`src/rtl/dec4_7seg_scan.sv`:
```
// Four-digit multiplexed 7-segment display driver.
// The BCD word is captured on a load strobe and shown one digit at a time
// on a shared segment bus. Leading zeros can be blanked. Nibbles 10..15 show
// a minus sign. A one-cycle frame pulse marks each completed scan.
module dec4_7seg_scan #(
  parameter int unsigned DIV = 50000,  // clock cycles per digit slot, 2..2^20
  parameter bit          LZB = 1'b1    // 1 = blank leading zeros
) (
  input  logic        clk,
  input  logic        rst,
  input  logic [15:0] DEC,
  input  logic        ld,
  output logic [6:0]  seg,
  output logic [3:0]  an,
  output logic        frame
);

  localparam int unsigned     CW      = $clog2(DIV);
  localparam logic [CW-1:0]   CNT_MAX = CW'(DIV - 1);

  logic [CW-1:0] r_cnt;
  logic [1:0]    r_ptr;
  logic [15:0]   r_disp;
  logic [6:0]    r_seg;
  logic [3:0]    r_an;
  logic          r_wrap;
  logic          r_frame;

  logic          w_tick;
  logic [3:0]    w_nib;
  logic [3:0]    w_blank_vec;
  logic          w_blank;
  logic [6:0]    w_enc;

  assign w_tick = (r_cnt == CNT_MAX);
  assign w_nib  = r_disp[4*r_ptr +: 4];

  // Digit k (k >= 1) is a leading zero when it and every digit above it are
  // zero. An invalid nibble is non-zero, so it keeps lower digits visible.
  // Digit 0 is never blanked so a value of zero still shows one "0".
  assign w_blank_vec[0] = 1'b0;
  generate
    for (genvar gi = 1; gi < 4; gi++) begin : g_blank
      assign w_blank_vec[gi] = LZB && (r_disp[15:4*gi] == '0);
    end
  endgenerate
  assign w_blank = w_blank_vec[r_ptr];

  // Segment encoder: {g,f,e,d,c,b,a}, active-high; invalid BCD shows '-'.
  always_comb begin
    w_enc = 7'h40;
    case (w_nib)
      4'd0: w_enc = 7'h3F;
      4'd1: w_enc = 7'h06;
      4'd2: w_enc = 7'h5B;
      4'd3: w_enc = 7'h4F;
      4'd4: w_enc = 7'h66;
      4'd5: w_enc = 7'h6D;
      4'd6: w_enc = 7'h7D;
      4'd7: w_enc = 7'h07;
      4'd8: w_enc = 7'h7F;
      4'd9: w_enc = 7'h6F;
      default: w_enc = 7'h40;
    endcase
  end

  // Prescaler and digit pointer: the pointer advances once per DIV cycles.
  always_ff @(posedge clk) begin
    if (rst) begin
      r_cnt <= '0;
      r_ptr <= 2'd0;
    end else if (w_tick) begin
      r_cnt <= '0;
      r_ptr <= r_ptr + 2'd1;
    end else begin
      r_cnt <= r_cnt + 1'b1;
    end
  end

  // Shadow register: the display only changes on an explicit load.
  always_ff @(posedge clk) begin
    if (rst) begin
      r_disp <= 16'h0000;
    end else if (ld) begin
      r_disp <= DEC;
    end
  end

  // Output register. The wrap flag is delayed one stage so that frame is
  // high in the same cycle the anodes first select digit 0.
  always_ff @(posedge clk) begin
    if (rst) begin
      r_an    <= 4'b1111;
      r_seg   <= 7'h00;
      r_wrap  <= 1'b0;
      r_frame <= 1'b0;
    end else begin
      r_an    <= w_blank ? 4'b1111 : ~(4'b0001 << r_ptr);
      r_seg   <= w_blank ? 7'h00 : w_enc;
      r_wrap  <= w_tick && (r_ptr == 2'd3);
      r_frame <= r_wrap;
    end
  end

  assign seg   = r_seg;
  assign an    = r_an;
  assign frame = r_frame;

endmodule

```
`config.mk`:
```
export PLATFORM = sky130hd
export DESIGN_NAME = dec4_7seg_scan
export DESIGN_NICKNAME = d
export VERILOG_FILES = /design/src/rtl/dec4_7seg_scan.sv
export SDC_FILE = /design/constraint.sdc
export NUM_CORES = 1
export LEC_CHECK = 0
export CORE_UTILIZATION = 48
export DETAILED_ROUTE_END_ITERATION = 10
export PLACE_DENSITY = 0.75
export RECOVER_POWER = 50
export SETUP_SLACK_MARGIN = 0.15
export SKIP_CTS_REPAIR_TIMING = 1
export SLEW_MARGIN = 20
export SYNTH_ARGS = -nofsm -noshare
export SYNTH_HDL_FRONTEND = slang
export SYNTH_SLANG_ARGS = --single-unit
```
`constraint.sdc`:
```
create_clock -name clk -period 2.02 [get_ports clk]
set_input_delay 0.606 -clock clk [delete_from_list [all_inputs] [get_ports clk]]
set_output_delay 0.606 -clock clk [all_outputs]
set_load 0.01 [all_outputs]
```
* Word level (Yosys, flattened, before mapping)
Memory sizes are Yosys's and may differ from the RTL's. A register that Yosys moved wholly into a read port is not among the register bits.
Index checks and enable logic that the tools add are counted.
** Word-level totals
- Register bits :: 40
- Bits in read-only memories :: 112
- Input port bits :: 19
- Logic and storage cells :: 23
- Memories kept :: 1
** Cells by class
- Add/sub/neg operators :: 2
- Order comparisons :: 1
- Equal/unequal tests :: 2
- Shift operators :: 2
- Muxes and demuxes :: 2
- Bitwise gates (word level) :: 1
- Reduce and logical (&&, ||, !) cells :: 6
** Memories
- (no name shown) :: depth 16, width 7, read ports 1, clocked after Yosys merged registers in 1, wr ports 0, RTL line 52 : case (w_nib)
** Operators with widths (number)
- adder 16 x 1 -> 16 bit (second input constant) :: 1
- == test 16 bit (second input constant) :: 1
- variable part select 16 x 5 -> 4 bit :: 1
- logical NOT 12 bit :: 1
- logical NOT 8 bit :: 1
- logical NOT 4 bit :: 1
- inverter 4 bit :: 1
- OR reduction 2 bit :: 2
- << shifter 1 x 2 -> 4 bit (first input constant) :: 1
- less-than comparator 2 x 3 -> 1 bit (second input constant) :: 1
- adder 2 x 1 -> 2 bit (second input constant) :: 1
- binary-select mux 1 bit (select 2 bit) :: 1
- == test 2 bit (second input constant) :: 1
- logical AND 1 bit :: 1
- two-way mux 1 bit :: 1

* Depth between registers and ports, before layout
Gate-level depths: netlist (run 1).
- Word-level depth :: 4
- Depth in mapped cells :: 8
- Mapped depth without buffers :: 7

* Worst setup path after synthesis (run 1)
No wires, ideal clock.
- Kind :: reg2reg
- Start point :: register r_ptr[1]
- End point :: register r_seg[3], in the netlist seg[3]
- Arrival :: 1832 ps
- Data required time :: 1889 ps
- Slack :: 56 ps
- Stages on the path, launching flop included :: 8
- Buffers on the path :: 1
- Path through :: dfxtp_1 -> buf_6 -> mux4_1 -> inv_1 -> ha_1 -> or2b_1 -> a21oi_1 -> nor3_1
** Between the ends
- Longest elaborated chain between the ends :: 3
** RTL lines
- start: declaration :: RTL line 22 : logic [1:0] r_ptr;
- start signal: assignment :: RTL line 74 : r_ptr <= r_ptr + 2'd1;
- branches (longest 3 deep; another with variable part select 16 x 5 -> 4 bit)
- end: declaration :: RTL line 24 : logic [6:0] r_seg;
Parallel ways; which one is timed is not known. The select of a mux whose other input is x is not followed.
A chain may end at the register's enable or synchronous reset.

* Worst setup path in the final report (run 1)
Same ends and word-level chain as after synthesis.

==> impl_metrics.tcl, run 1 <==
set metrics [dict create \
    synth_area_per_cell_um2 9.77 \
    period_share_pct 90.8 \
    grt_max_degree 28 \
    grtUsageTotal_pct 19.3 \
    yosys_warnings 0 \
    instances_no_fill 302 \
    syn_inst 216 \
    clk_latency_ns 0.30 \
    io_buffers 30 \
    numClockSinks 47 \
    synthArstFlopShare_pct 0 \
    max_freq_mhz 545 \
    syn_area_um2 2110 \
    synth_cell_type_count 37 \
    setup_viol 0 \
    final_max_slew_viol_count 0 \
    synthFlopType "dfxtp_1" \
    die_area_um2 4670 \
    cts-root-buf "clkbuf_8" \
    drtIter0Drc 95 \
    grt_pass1_wl_mm 6.58 \
    post-route-min-period_ns 1.83 \
    wl_met1_mm 1.98 \
    drc 0 \
    drt_wl_total_mm 3.89 \
    slew_headroom_pct 61.9 \
    criticalPathCategory "reg2reg" \
    hp-class "reg2reg" \
    ios 31 \
    critPathRequiredTime_ns 2.19 \
    dp_hpwl_mm 2.77 \
    leakage_nw 1.04 \
    synth_seq_cells 47 \
    top_layer "met4" \
    pwr_density_cell_nw_per_um2 734 \
    pre_cts_ws_ns 0.170 \
    worst_pin_slew_ns 0.565 \
    p_comb_share_pct 11.0 \
    switchingPower_mw 0.431 \
    antenna_found_initial 0 \
    initial_utilization_pct 51.3 \
    cp-start-kind "register" \
    tritoncts "yes" \
    clkTransAtPathRegs_ns 0.09 \
    power.share.sequential_pct 51.3 \
    end_kind "register" \
    num_antenna_cells 0 \
    synth_fp_nets 246 \
    dr_wl_met2_mm 1.72 \
    vias 1607 \
    dp.cells 291 \
    cts_buffers 5 \
    drt-vias-per-instance 5.32 \
    drive_gt1_share_pct 11.5 \
    clock_power_share_pct 37.7 \
    switching_share_pct 22.4 \
    grt_pass1_vias 1420 \
    gp_congestion 0.762 \
    antenna_left 0 \
    status "finished, final reports clean" \
    wire_per_inst_um 12.9 \
    fin_tns_setup_ns 0 \
    vdd_ir_drop_max_v 0.000527 \
    finalHoldViolations 0 \
    drv_cap 0 \
    fp-row-count 23 \
    die_w_um 68.3 \
    cp.arrival_ns 2.01 \
    setup_slack_ns 0.187 \
    coreArea_um2 4120 \
    ys_seq_area_share_pct 44.6 \
    syn2layout_area_growth_pct 24.0 \
    cts_buffer_depth 2 \
    nets 281 \
    htree_levels 2 \
    grt_overflow_total 0 \
    dr.pass1.iters 4 \
    met3WireLength_um 129 \
    die_height_um 68.3 \
    rsz0062_at_grt "true" \
    crit_path_max_fanout 6 \
    fin_skew_ns 0.00798 \
    power.internal_mw 1.49 \
    synth_edf_count 0 \
]
==> through the flow <==
stage	hold WS, ns	area [um^2]	util, %	power [mW]
CTS	0.444	2580	62.8	1.93
detailed placement	0.422	2460	59.9	1.21
global route	0.476	2620	63.6	2.00
finish	0.442	2620	63.6	1.92
global placement	0.419	2460	59.9	1.21
floorplan	0.414	2110	-	1.12
==> state kept, by name, indices dropped and copies added, names as in the netlist <==
signal,flops
frame,1
seg,7
r_wrap,1
r_ptr,2
an,4
r_disp,16
r_cnt,16
==> metal layers <==
layer  GRT usage [%]  up-vias
li1                -      817
met1            26.4      749
met2            28.7       35
met3            5.00        6
met4            7.81        0
met5               0        -
==> power by group through the flow <==
stage | Combinational (mW) | Sequential (mW) | Clock (mW)
4_1_cts | 0.206 | 0.987 | 0.740
2_1_floorplan | 0.110 | 1.01 | 0
6_report | 0.210 | 0.986 | 0.725
5_1_grt | 0.232 | 0.991 | 0.780
3_5_place_dp | 0.203 | 1.01 | 0
3_3_place_gp | 0.199 | 1.01 | 0
==> cell usage after synthesis, drive strengths merged (3+ instances only) <==
| library cell | instances | area share, % |
|---|---|---|
| xor2 | 4 | 1.7 |
| and3 | 7 | 2.1 |
| inv | 12 | 2.1 |
| nor3 | 9 | 2.1 |
| nor2 | 33 | 5.9 |
| mux4 | 4 | 4.4 |
| ha | 11 | 6.5 |
| mux2i | 18 | 8.5 |
| nand4 | 7 | 2.1 |
| nand3 | 8 | 1.9 |
| clkbuf | 4 | 0.77 |
| a21oi | 8 | 1.9 |
| buf | 6 | 2.0 |
| nand2 | 5 | 0.89 |
| dfxtp | 47 | 45 |
| nor4 | 4 | 1.2 |
| xnor2 | 9 | 3.7 |
| or2 | 3 | 0.89 |
==> logic make-up after synthesis <==
family                     after synthesis  synth area share (%)
DFF                                     47                  44.6
AOI/OAI and AO/OA                       15                  4.33
adders and majority gates               11                  6.52
and+or+nand+nor                         86                  21.3
buffers and inverters                   22                  4.86
muxes                                   22                  13.0
xor gates and xnor gates                13                  5.39
==> layout make-up <==
type,instances,area (um^2)
flip-flops and latches,47,946
inverters,12,47.5
clock inverters,2,38.8
well taps,50,62.6
clock buffers,6,82.6
fillers,342,1500
repair buffers,38,370
multi-input cells,147,1070
==> worst max-delay path, stage by stage, from the launching register on <==
cell and delay, ns:
dfxtp_4 0.40, mux4_2 0.57, inv_4 0.10, ha_1 0.24, or2b_1 0.23, a21oi_2 0.12, nor3_1 0.05
==> final timing paths <==
check | start | endpoint | slack (ns) | cells past startpoint
max | r_ptr[1] | seg[3] | 0.19 | 6
min | r_wrap | frame | 0.44 | 1
max reg2reg | r_ptr[1] | seg[3] | 0.19 | 6
min reg2reg | r_wrap | frame | 0.44 | 1
==> layout by cell type (no fill, tap or decap), types with 4 or more instances in the layout <==
cell type        synthesis  layout
clkdlybuf4s50_1          0      29
xnor2_1                  9       9
a21oi_1                  8       7
nand2_1                  5       4
nor4_1                   4       4
mux2i_1                 18      18
buf_4                    0       5
dfxtp_1                 47      45
xor2_1                   4       4
and3_1                   7       7
nand4_1                  7       7
inv_1                   12      10
mux4_2                   3       4
nor3_1                   9       9
clkbuf_8                 0       6
nand3_1                  8       8
ha_1                    11      11
nor2_1                  33      33
No activity file was read; power rests on OpenSTA's default activity.
==> inputs of run 2 (changes only) <==
- CAP_MARGIN: default -> 20
- REMOVE_ABC_BUFFERS: default -> 1
==> run 2 against run 1 <==
Effect of this change:
- sequential share of layout area is 0.76 points higher
- combinational power decreased by 3%
- hold slack gained 0.00069 ns
- die area unchanged
- clock power is 26% lower
- via count hardly changed
- global-route usage decreased by 0.25 points
- cell count is the same
- highest routed layer unchanged
- core utilization decreased by 1.4 points
==> impl_metrics.tcl, run 2 (synthesized netlist as in run 1, its figures left out) <==
set metrics [dict create \
    dp_hpwl_mm 2.87 \
    grt_pass1_vias 1432 \
    antenna_found_initial 0 \
    leakage_nw 1.01 \
    vdd_ir_drop_max_v 0.000530 \
    cts_buffers 5 \
    criticalPathCategory "reg2reg" \
    setup_slack_ns 0.222 \
    seq_area_um2 945 \
    drv_cap 0 \
    grt_pass1_wl_mm 6.50 \
    gp_congestion 0.791 \
    setup_viol 0 \
    die_height_um 68.3 \
    critPathRequiredTime_ns 2.19 \
    fp-row-count 23 \
    slew_headroom_pct 61.8 \
    status "finished, final reports clean" \
    final_max_slew_viol_count 0 \
    drc 0 \
    final_cell_mix "dfxtp_1, nor2_1, clkdlybuf4s50_1, mux2i_1" \
    grt_overflow_total 0 \
    vias 1606 \
    fin_tns_setup_ns 0 \
    coreArea_um2 4120 \
    dr.pass1.iters 4 \
    initial_utilization_pct 51.3 \
    grt_max_degree 28 \
    rsz0062_at_grt "false" \
    clkTransAtPathRegs_ns 0.09 \
    cp.arrival_ns 1.96 \
    num_antenna_cells 0 \
    antenna_left 0 \
    multiInputGateArea_um2 1060 \
    pwr_density_cell_nw_per_um2 676 \
    htree_levels 2 \
    grtUsageTotal_pct 19.1 \
    cts_buffer_depth 2 \
    period_share_pct 89.0 \
    pre_cts_ws_ns 0.0858 \
    final_common_cell "dfxtp_1" \
    end_kind "register" \
    die_w_um 68.3 \
    crit_path_max_fanout 4 \
    wire_per_inst_um 12.9 \
    clk_latency_ns 0.29 \
    cts-root-buf "clkbuf_8" \
    ios 31 \
    drtIter0Drc 96 \
    numClockSinks 47 \
    hp-class "reg2reg" \
    drt_wl_total_mm 3.89 \
    drive_gt1_share_pct 8.33 \
    die_area_um2 4670 \
    cp-start-kind "register" \
    fillers 372 \
    fin_skew_ns 0.00653 \
    worst_pin_slew_ns 0.573 \
    finalHoldViolations 0 \
    drt-vias-per-instance 5.32 \
    max_freq_mhz 556 \
    post-route-min-period_ns 1.80 \
    tritoncts "yes" \
    nets 281 \
    io_buffers 30 \
    syn2layout_area_growth_pct 21.3 \
]
[run 2: worst max-delay path, cell delays in order, from the launching register on]
cell and delay [ns]:
dfxtp_4 0.38, mux4_2 0.52, inv_1 0.12, ha_1 0.24, or2b_1 0.22, a21oi_1 0.14, nor3_1 0.05
[run 2: final cells by class]
class / count / area share [%]
flip-flops and latches: 47 / 36.9
inverters: 12 / 1.76
clock buffers: 7 / 2.98
multi-input cells: 147 / 41.5
well taps: 50 / 2.44
clock inverters: 1 / 0.196
repair buffers: 38 / 14.2
[run 2: path summary, 6_finish.rpt]
path             from     end  slack (ns)  cells past startpoint
max          r_ptr[1]  seg[3]        0.22                      6
min            r_wrap   frame        0.44                      1
max reg2reg  r_ptr[1]  seg[3]        0.22                      6
min reg2reg    r_wrap   frame        0.44                      1
[run 2: per-layer routing]
metal / vias up / routed length (um) / track usage, %
li1: 816 / - / -
met1: 744 / 1940 / 25.3
met2: 42 / 1740 / 28.8
met3: 4 / 174 / 5.17
met4: 0 / 34 / 8.07
met5: - / 0 / 0
[run 2: through the flow]
step	power, mW	instances	hold WS (ns)	util (%)	cell area [um^2]
floorplan	1.10	206	0.414	-	2050
global placement	1.21	294	0.416	60.5	2490
detailed placement	1.22	294	0.432	60.5	2490
CTS	1.74	302	0.450	62.5	2570
global route	1.81	302	0.474	62.2	2560
finish	1.73	302	0.442	62.2	2560
[run 2: where the power goes]
| part | leakage, nW | switching (mW) | internal [mW] |
|---|---|---|---|
| Clock | 0.0422 | 0.297 | 0.243 |
| Sequential | 0.386 | 0.0237 | 0.963 |
| Combinational | 0.586 | 0.0881 | 0.116 |
| Total | 1.01 | 0.408 | 1.32 |
==> patch, RTL diff (flow settings as in run 2) <==
Set the parameter `LZB` to 1'b0 (it was 1'b1).
--- a/src/rtl/dec4_7seg_scan.sv
+++ b/src/rtl/dec4_7seg_scan.sv
@@ -5,5 +5,5 @@
 module dec4_7seg_scan #(
   parameter int unsigned DIV = 50000,  // clock cycles per digit slot, 2..2^20
-  parameter bit          LZB = 1'b1    // 1 = blank leading zeros
+  parameter bit          LZB = 1'b0    // 1 = blank leading zeros
 ) (
   input  logic        clk,
Function: same outputs for any inputs over 10 cycles, from zero or initial values and one cycle with rst high; that may be too few to reach the edited logic, so the function may still have changed.
==> patch against run 2 <==
Power shrank 0.58%; final area decreased by 4.0%; via count decreased by 9.7%; die area decreased by 3.9%; global-route usage shrank 1.7 points; maximum frequency barely moved; clock skew barely moved; combinational power down 4%; sequential cell count stayed put; largest power group unchanged; area after synthesis is 4.0% lower; worst setup slack gained 0.0017 ns; critical path type is now flip-flop to output pin; routed wire length down 10%.
==> patch: results (changes against run 2) <==
Routability cong. = 0.7165 (was 0.7906)
Layout cells sized above 1 = 0.07692 (was 0.08333)
Met3 usage = 0.05137 (was 0.05167)
Number of distinct library cells after synthesis = 36 (was 37)
Wl on met1 = 1737 um (was 1939 um)
Worst hold margin = 0.4461 ns (was 0.4422 ns)
Starting DRT DRC Count = 60 (was 96)
Routed WL = 3489 um (was 3891 um)
Fill cell count = 357 (was 372)
Max IR drop VDD = 0.0004078 V (was 0.0005295 V)
GR Util met2 = 0.2727 (was 0.2880)
Reg-to-Reg Start = r_ptr[0] (was r_ptr[1])
Post-Place Cells = 276 (was 294)
Status = completed (unchanged)
Sequential fraction of the synthesis area = 0.4642 (was 0.4458)
Critical R2R Capture = seg[4] (was seg[3])
Area after DPL = 2391 sq um (was 2489 sq um)
Crit path to = an[2] (was seg[3])
Clk_skew = 0.006935 ns (was 0.006529 ns)
Flop2flop setup slack = 0.29 ns (was 0.22 ns)
Compound-gate portion of the synthesized area = 0.05123 (was 0.04327)
Xor and xnor area share after synthesis = 0.05617 (was 0.05394)
Dpl hpwl = 2493 um (was 2875 um)
DR WL/cell = 12.29 um (was 12.88 um)
Synth cell count leaders = dfxtp_1 (47), nor2_1 (35), mux2i_1 (17) (was dfxtp_1 (47), nor2_1 (33), mux2i_1 (18))
Met1 GRT Util = 0.2168 (was 0.2533)
Largest net degree at the start of global routing = 17 (was 28)
Leak = 1.003 nW (was 1.014 nW)
Cells after synthesis = 201 (was 216)
Mux cell area share after synthesis = 0.1395 (was 0.1298)
Final core utilization = 0.6102 (was 0.6221)
Met2 wire len = 1573 um (was 1742 um)
Slowest cell on crit path = dlygate4sd3_1 (was mux4_2)
Met3 WL = 106 um (was 174 um)
Top area cells in the synthesized netlist = dfxtp_1 (46%), mux2i_1 (8.4%), ha_1 (6.8%) (was dfxtp_1 (45%), mux2i_1 (8.5%), ha_1 (6.5%))
DR vias = 1451 (was 1606)
Slew margin rel. = 0.6188 (was 0.6182)
Tot GR Track Use = 0.1738 (was 0.1906)
Post-layout net count = 263 (was 281)
Critical Path AT = 1.19 ns (was 1.96 ns)
Adder-Cell Fraction of Synth Area = 0.06790 (was 0.06520)
CP top delay family = buffers and inverters (was multiplexers)
## patch: cells by family (layout without fill, tap and decap cells)
kind of cell               Yosys count  in the layout
and+or+nand+nor                     72             72
DFF                                 47             47
muxes                               22             22
buffers and inverters               19             52
AOI/OAI and AO/OA                   17             17
xor gates and xnor gates            13             13
adders and majority gates           11             11
## patch: final cells by class
| class | instances | share of cell area |
|---|---|---|
| Timing Repair Buffer | 36 | 0.1425 |
| Tap cell | 50 | 0.02545 |
| Inverter | 8 | 0.01221 |
| Clock inverter | 1 | 0.002036 |
| Sequential cell | 47 | 0.3832 |
| Clock buffer | 7 | 0.03104 |
| Multi-Input combinational cell | 135 | 0.4036 |
## patch: power by group through the flow
stage | clock [mW] | sequential, mW | combinational [mW]
after floorplan | 0 | 1.01 | 0.0864
after global placement | 0 | 1.00 | 0.195
after detailed placement | 0 | 1.01 | 0.199
after CTS | 0.557 | 0.983 | 0.199
after global routing | 0.593 | 0.988 | 0.217
final | 0.541 | 0.983 | 0.196
